File: src/rtl/hazard_unit_mdu_if.sv
// Pipeline-to-hazard-unit bundle: stage register/control inputs, stall/flush/forward/MDU outputs.
interface hazard_unit_mdu_if #(
   parameter int RA_W  = 5,
   parameter int CNT_W = 16
);
   logic            RegWriteM, RegWriteW;
   logic [1:0]      ResultSrcE, ResultSrcM, PCSrcE;
   logic            MdStartE;
   logic [RA_W-1:0] Rs1D, Rs2D, RdD, Rs1E, Rs2E, RdE, RdM, RdW;
   logic            StallF, StallD, StallE;
   logic            FlushD, FlushE, FlushM;
   logic [2:0]      ForwardAE, ForwardBE;
   logic            MdLaunch, MdWb, MdBusy;
   logic [RA_W-1:0] MdRd;
   logic [CNT_W-1:0] StallCnt;

   modport master (
      output RegWriteM, RegWriteW, ResultSrcE, ResultSrcM, PCSrcE, MdStartE,
             Rs1D, Rs2D, RdD, Rs1E, Rs2E, RdE, RdM, RdW,
      input  StallF, StallD, StallE, FlushD, FlushE, FlushM, ForwardAE, ForwardBE,
             MdLaunch, MdWb, MdBusy, MdRd, StallCnt
   );

   modport slave (
      input  RegWriteM, RegWriteW, ResultSrcE, ResultSrcM, PCSrcE, MdStartE,
             Rs1D, Rs2D, RdD, Rs1E, Rs2E, RdE, RdM, RdW,
      output StallF, StallD, StallE, FlushD, FlushE, FlushM, ForwardAE, ForwardBE,
             MdLaunch, MdWb, MdBusy, MdRd, StallCnt
   );
endinterface

File: src/rtl/hazard_unit_mdu.sv
// Hazard unit for the 5-stage pipeline with one out-of-pipe multi-cycle MDU.
// state | meaning
// IDLE  | no MDU op in flight; an E-stage MDU op may launch
// BUSY  | MDU computing, cnt counts down to the writeback slot
// WB    | MDU result ready; waits for a free W write port
module hazard_unit_mdu #(
   parameter int RA_W    = 5,
   parameter int MDU_LAT = 4,
   parameter int CNT_W   = 16
) (
   input logic clk,
   input logic rst_n,
   hazard_unit_mdu_if.slave hz
);
   localparam int CW = $clog2(MDU_LAT + 1);

   typedef enum logic [1:0] {IDLE, BUSY, WB} state_t;

   state_t          state, stateNext;
   logic [CW-1:0]   cnt, cntNext;
   logic            pend, pendNext;
   logic [RA_W-1:0] mdRd, mdRdNext;
   logic [CNT_W-1:0] stallCnt;
   logic            redirect, mdLaunch, mdWb;
   logic            lwStall, sbStall, strStall, wbStall, stallFront;

   function automatic logic [2:0] fwdSel(
      input logic [RA_W-1:0] rs, input logic [RA_W-1:0] rdM, input logic regWriteM,
      input logic [1:0] resultSrcM, input logic wbMdu, input logic [RA_W-1:0] rdMdu,
      input logic [RA_W-1:0] rdW, input logic regWriteW
   );
      logic [2:0] sel;
      sel = 3'b000;
      if (rs != '0) begin
         if (rs == rdM && regWriteM && resultSrcM != 2'b11)      sel = 3'b010;
         else if (rs == rdM && regWriteM)                         sel = 3'b011;
         else if (wbMdu && rs == rdMdu)                           sel = 3'b100;
         else if (rs == rdW && regWriteW)                         sel = 3'b001;
      end
      return sel;
   endfunction

   always_ff @(posedge clk or negedge rst_n) begin
      if (!rst_n) begin
         state <= IDLE;
         cnt   <= '0;
         pend  <= 1'b0;
         mdRd  <= '0;
      end else begin
         state <= stateNext;
         cnt   <= cntNext;
         pend  <= pendNext;
         mdRd  <= mdRdNext;
      end
   end

   always_comb begin
      stateNext = state;
      cntNext   = cnt;
      pendNext  = pend;
      mdRdNext  = mdRd;
      mdLaunch  = 1'b0;
      mdWb      = 1'b0;
      case (state)
         IDLE: if (hz.MdStartE && !redirect) begin
            mdLaunch  = 1'b1;
            mdRdNext  = hz.RdE;
            pendNext  = (hz.RdE != '0);
            cntNext   = CW'(MDU_LAT - 1);
            stateNext = BUSY;
         end
         BUSY: begin
            cntNext = cnt - CW'(1);
            if (cnt == CW'(1)) stateNext = WB;
         end
         WB: if (!hz.RegWriteW) begin
            // W port free: MDU result takes it; otherwise wbStall empties W for next cycle
            mdWb      = 1'b1;
            pendNext  = 1'b0;
            stateNext = IDLE;
         end
         default: stateNext = IDLE;
      endcase
   end

   assign redirect   = (hz.PCSrcE != 2'b00);
   assign lwStall    = (hz.ResultSrcE == 2'b01) && (hz.RdE != '0) &&
                       ((hz.Rs1D == hz.RdE) || (hz.Rs2D == hz.RdE));
   assign sbStall    = pend && (mdRd != '0) &&
                       ((hz.Rs1D == mdRd) || (hz.Rs2D == mdRd) || (hz.RdD == mdRd));
   assign strStall   = hz.MdStartE && (state != IDLE);
   assign wbStall    = (state == WB) && hz.RegWriteW;
   assign stallFront = (lwStall || sbStall || strStall || wbStall) && !redirect;

   always_ff @(posedge clk or negedge rst_n) begin
      if (!rst_n)                          stallCnt <= '0;
      else if (stallFront && stallCnt != '1) stallCnt <= stallCnt + CNT_W'(1);
   end

   assign hz.StallF    = stallFront;
   assign hz.StallD    = stallFront;
   assign hz.StallE    = strStall || wbStall;
   assign hz.FlushD    = redirect;
   assign hz.FlushE    = lwStall || sbStall || redirect;
   assign hz.FlushM    = strStall || wbStall;
   assign hz.ForwardAE = fwdSel(hz.Rs1E, hz.RdM, hz.RegWriteM, hz.ResultSrcM, mdWb, mdRd,
                                hz.RdW, hz.RegWriteW);
   assign hz.ForwardBE = fwdSel(hz.Rs2E, hz.RdM, hz.RegWriteM, hz.ResultSrcM, mdWb, mdRd,
                                hz.RdW, hz.RegWriteW);
   assign hz.MdLaunch  = mdLaunch;
   assign hz.MdWb      = mdWb;
   assign hz.MdRd      = mdRd;
   assign hz.MdBusy    = (state != IDLE);
   assign hz.StallCnt  = stallCnt;
endmodule

File: src/flat_wrapper.sv
// flat-port wrapper written by rule: the top's interface ports become plain ports
module hazard_unit_mdu_flat 
#(
   parameter int RA_W    = 5,
   parameter int MDU_LAT = 4,
   parameter int CNT_W   = 16
)
  (clk, rst_n, hz_RegWriteM, hz_RegWriteW, hz_ResultSrcE, hz_ResultSrcM, hz_PCSrcE, hz_MdStartE, hz_Rs1D, hz_Rs2D, hz_RdD, hz_Rs1E, hz_Rs2E, hz_RdE, hz_RdM, hz_RdW, hz_StallF, hz_StallD, hz_StallE, hz_FlushD, hz_FlushE, hz_FlushM, hz_ForwardAE, hz_ForwardBE, hz_MdLaunch, hz_MdWb, hz_MdBusy, hz_MdRd, hz_StallCnt);
  hazard_unit_mdu_if #(.RA_W(RA_W), .CNT_W(CNT_W)) hz_i ();
  input logic clk;
  input logic rst_n;
  input wire logic [$bits(hz_i.RegWriteM)-1:0] hz_RegWriteM;
  input wire logic [$bits(hz_i.RegWriteW)-1:0] hz_RegWriteW;
  input wire logic [$bits(hz_i.ResultSrcE)-1:0] hz_ResultSrcE;
  input wire logic [$bits(hz_i.ResultSrcM)-1:0] hz_ResultSrcM;
  input wire logic [$bits(hz_i.PCSrcE)-1:0] hz_PCSrcE;
  input wire logic [$bits(hz_i.MdStartE)-1:0] hz_MdStartE;
  input wire logic [$bits(hz_i.Rs1D)-1:0] hz_Rs1D;
  input wire logic [$bits(hz_i.Rs2D)-1:0] hz_Rs2D;
  input wire logic [$bits(hz_i.RdD)-1:0] hz_RdD;
  input wire logic [$bits(hz_i.Rs1E)-1:0] hz_Rs1E;
  input wire logic [$bits(hz_i.Rs2E)-1:0] hz_Rs2E;
  input wire logic [$bits(hz_i.RdE)-1:0] hz_RdE;
  input wire logic [$bits(hz_i.RdM)-1:0] hz_RdM;
  input wire logic [$bits(hz_i.RdW)-1:0] hz_RdW;
  output wire logic [$bits(hz_i.StallF)-1:0] hz_StallF;
  output wire logic [$bits(hz_i.StallD)-1:0] hz_StallD;
  output wire logic [$bits(hz_i.StallE)-1:0] hz_StallE;
  output wire logic [$bits(hz_i.FlushD)-1:0] hz_FlushD;
  output wire logic [$bits(hz_i.FlushE)-1:0] hz_FlushE;
  output wire logic [$bits(hz_i.FlushM)-1:0] hz_FlushM;
  output wire logic [$bits(hz_i.ForwardAE)-1:0] hz_ForwardAE;
  output wire logic [$bits(hz_i.ForwardBE)-1:0] hz_ForwardBE;
  output wire logic [$bits(hz_i.MdLaunch)-1:0] hz_MdLaunch;
  output wire logic [$bits(hz_i.MdWb)-1:0] hz_MdWb;
  output wire logic [$bits(hz_i.MdBusy)-1:0] hz_MdBusy;
  output wire logic [$bits(hz_i.MdRd)-1:0] hz_MdRd;
  output wire logic [$bits(hz_i.StallCnt)-1:0] hz_StallCnt;
  assign hz_i.RegWriteM = hz_RegWriteM;
  assign hz_i.RegWriteW = hz_RegWriteW;
  assign hz_i.ResultSrcE = hz_ResultSrcE;
  assign hz_i.ResultSrcM = hz_ResultSrcM;
  assign hz_i.PCSrcE = hz_PCSrcE;
  assign hz_i.MdStartE = hz_MdStartE;
  assign hz_i.Rs1D = hz_Rs1D;
  assign hz_i.Rs2D = hz_Rs2D;
  assign hz_i.RdD = hz_RdD;
  assign hz_i.Rs1E = hz_Rs1E;
  assign hz_i.Rs2E = hz_Rs2E;
  assign hz_i.RdE = hz_RdE;
  assign hz_i.RdM = hz_RdM;
  assign hz_i.RdW = hz_RdW;
  assign hz_StallF = hz_i.StallF;
  assign hz_StallD = hz_i.StallD;
  assign hz_StallE = hz_i.StallE;
  assign hz_FlushD = hz_i.FlushD;
  assign hz_FlushE = hz_i.FlushE;
  assign hz_FlushM = hz_i.FlushM;
  assign hz_ForwardAE = hz_i.ForwardAE;
  assign hz_ForwardBE = hz_i.ForwardBE;
  assign hz_MdLaunch = hz_i.MdLaunch;
  assign hz_MdWb = hz_i.MdWb;
  assign hz_MdBusy = hz_i.MdBusy;
  assign hz_MdRd = hz_i.MdRd;
  assign hz_StallCnt = hz_i.StallCnt;
  hazard_unit_mdu #(.RA_W(RA_W), .MDU_LAT(MDU_LAT), .CNT_W(CNT_W)) u_core (.clk(clk), .rst_n(rst_n), .hz(hz_i));
endmodule
File: config.mk
export PLATFORM = sky130hd
export DESIGN_NAME = hazard_unit_mdu_flat
export DESIGN_NICKNAME = d
export VERILOG_FILES = /design/src/rtl/hazard_unit_mdu_if.sv /design/src/rtl/hazard_unit_mdu.sv /design/src/flat_wrapper.sv
export SDC_FILE = /design/constraint.sdc
export NUM_CORES = 1
export LEC_CHECK = 0
export ABC_AREA = 1
export CORE_ASPECT_RATIO = 1.25
export CORE_MARGIN = 2
export CORE_UTILIZATION = 35
export DETAILED_ROUTE_END_ITERATION = 10
export PLACE_DENSITY_LB_ADDON = 0.08
export SYNTH_ARGS = -nofsm -noshare
export SYNTH_HDL_FRONTEND = slang
export SYNTH_SLANG_ARGS = --single-unit
File: constraint.sdc
create_clock -name clk -period 3.25 [get_ports clk]
set_input_delay 0.975 -clock clk [delete_from_list [all_inputs] [get_ports clk]]
set_output_delay 0.975 -clock clk [all_outputs]
set_load 0.01 [all_outputs]
==> metrics.txt <==
status complete, no violations; critical-path cell list clkdlybuf4s15_2 > xnor2_2 > nand4_1 > nor3_1 > inv_1 > nor2_2 > buf_4 > clkdlybuf4s15_2; Slew @ Worst Pin 0.403 ns; slowest CP cell clkdlybuf4s15_2; M1 WL 3460 µm; Detail Route met2 WL 3880 µm; clock sink total 27; Async S/R FF share, synth 1.00; final hold violations 0; GRT overflow 0; die area 0.00799 mm²; hold buffer count at cts 0; CTS tree built; final antenna diode count 0; IO Count 87; max_slew headroom 0.731; Ys Warns 0; largest net degree at the start of global routing 28; Max Clk Rate 0.314 GHz; static leakage 0.00193 µW; I/O Buffers 86; wire length per cell 13.4 µm; antenna-violating nets left 0; syn_nets 432; Crit Path Max Fanout 2; Crit path largest cell delay 0.22 ns; mean post-synth cell area 6.75 µm²; Setup Viol. Count Final 0; Setup crit start kind input port; Max Root-Sink Buffers 2; CTS H-tree lvls 1; via count 2,747; xor/xnor cell area share of the yosys netlist 0.151; Yosys reg bits 27; main combinational cell family by area after synthesis simple AND/OR/NAND/NOR gates; Power Density 438 mW/mm²; worst-skew pair later-pin latency 0.27 ns; routed wl met3 346 µm; first-pass GRT wire length 12,600 µm; fin crit share 0.980; router iterations before antenna repair 6; Synth Flop Type dfrtp_1; final WL 7810 µm; post-placement cell area 0.00365 mm²; most used cell, CP clkdlybuf4s15_2; DRC viols 0; EDFF count, synth 0; DR iter-0 viols 72; sequential fraction of the synthesis area 0.265; placed insts 572; layout cells sized above 1 0.191; GP Congestion 0.910; filler instances 719; Reg area 676 µm²; Cells after Synth 378; initial antenna violation count 0; worst hold path class reg -> reg; Slew Limit Fails 0; area grow syn2layout 45.4%; final hold slack 0.536 ns; initial core utilization 0.363; Chip Width 80.3 µm; Root Driver clkbuf_8; Core Area 0.00702 mm²; multi-input logic area 0.00161 mm²; Layout Skew 0.00208 ns; adder and majority gate portion of the synthesized area 0.0147; mux cell area share after synthesis 0; Synth Area in Compound Gates 0.0638; DR vias/cell 4.73; clock buffer count from CTS 3; global-route usage over all layers 0.197; Worst setup EP type primary output; Top Layer Used met4; Worst-path clk slew 0.10 ns; worst path arrival time 2.21 ns; Die H 99.4 µm; fin util 0.528; number of global-route vias before repair 2,771; Post-Synth Simple-Gate Area 0.383; synth unique cells 34; Layout Nets 546; final critical-path required period 3.18 ns; required time of the critical path 2.27 ns; final cell count without fillers 581; finished layout cell area 0.00371 mm²; synthesized area 0.00255 mm²; Total Neg Setup Slack 0 ns; Row Count 34; max_cap viols 0; WS Path Type in -> out; post-detail-place hpwl 6130 µm; Peak VDD IR 0.240 mV
==> state kept, by name, summed over array words and instances (netlist names) <==
register	flops
u_core.cnt	3
u_core.hz.MdRd	5
u_core.hz.StallCnt	16
u_core.pend	1
u_core.state	2
==> final timing paths <==
| path | from | slack, ns | cells after the start | end |
|---|---|---|---|---|
| max | hz_RdM[2] | 0.07 | 8 | hz_ForwardAE[1] |
| min | u_core.hz.StallCnt[8]$_DFFE_PN0P_ | 0.54 | 2 | u_core.hz.StallCnt[8]$_DFFE_PN0P_ |
| max reg2reg | u_core.hz.MdRd[4]$_DFFE_PN0P_ | 1.04 | 13 | u_core.hz.StallCnt[4]$_DFFE_PN0P_ |
| min reg2reg | u_core.hz.StallCnt[8]$_DFFE_PN0P_ | 0.54 | 2 | u_core.hz.StallCnt[8]$_DFFE_PN0P_ |
| max in group asynchronous | rst_n | 1.91 | 2 | u_core.state[1]$_DFFE_PN0P_ |
| min in group asynchronous | rst_n | 1.07 | 2 | u_core.hz.StallCnt[7]$_DFFE_PN0P_ |
==> where the power goes <==
group          internal [µW]  total [µW]  switching (µW)
Sequential               418         551             133
Clock                   87.9         196             108
Combinational            411         877             466
==> layout by cell type, fill, tap and decap left out, types with 8 or more instances in the layout <==
cell	n
inv_1	46
dfrtp_1	27
clkbuf_2	8
nand2_2	9
nand4_1	21
dlygate4sd2_1	27
nor2_1	33
xnor2_1	20
nand2_1	106
xor2_1	23
clkdlybuf4s50_1	34
o21ai_0	11
nand3_1	13
buf_4	34
inv_2	11
==> area by class of cell <==
class                      instances  share of cell area
clock buffer                       4              0.0121
inverter                          57              0.0577
multi-input combinational        282               0.434
sequential                        27               0.182
tap                               90              0.0304
timing repair buffer             121               0.284
==> kinds of logic after synthesis <==
kind of cell / count (synthesis)
compound gates: 28
xor+xnor: 44
fa+ha+maj: 3
buf+inv: 69
flops: 27
simple gates: 207
==> cells in the mapped netlist (2+ instances only) <==
master / n / area [µm²]
inv_1: 51 / 191
o22ai_1: 4 / 25.0
xnor2_1: 21 / 184
nand3_2: 4 / 40.0
o21ai_0: 12 / 60.1
nor2_2: 2 / 12.5
nand3b_1: 2 / 15.0
inv_2: 6 / 22.5
ha_1: 3 / 37.5
nand3_1: 13 / 65.1
dfrtp_1: 27 / 676
a21oi_1: 6 / 30.0
buf_4: 5 / 37.5
nand4_1: 21 / 131
nor3_1: 8 / 40.0
nand3_4: 3 / 52.6
nor2_1: 35 / 131
buf_2: 2 / 10.0
nand2_2: 7 / 43.8
a211oi_1: 2 / 15.0
xor2_1: 23 / 201
nand2_1: 108 / 405
o2111ai_1: 2 / 17.5
==> stage by stage <==
| stage | setup slack (ns) | total power, µW |
|---|---|---|
| after floorplan | 0.263 | 1080 |
| after global placement | -0.607 | 1430 |
| after detailed placement | -0.602 | 1440 |
| after CTS | 0.0000413 | 1640 |
| after global routing | -0.0415 | 1770 |
| final | 0.0661 | 1620 |
==> critical path, delay by kind of cell <==
family / cells / cell delay (ns)
xor gates and xnor gates: 1 / 0.18
buffers and inverters: 4 / 0.63
and+or+nand+nor: 3 / 0.43
==> layer usage <==
| layer | vias to the layer above | track usage |
|---|---|---|
| met1 | 1251 | 0.247 |
| met3 | 8 | 0.0154 |
| li1 | 1414 | - |
| met2 | 74 | 0.355 |
| met5 | - | 0 |
| met4 | 0 | 0.0613 |
==> timing repair <==
item	4_1_cts	5_1_grt
pin swaps	13	18
gates resized for setup	79	30
buffers inserted	3	2
setup endpoints to repair	13	9
No activity file was read; power rests on OpenSTA's default activity.
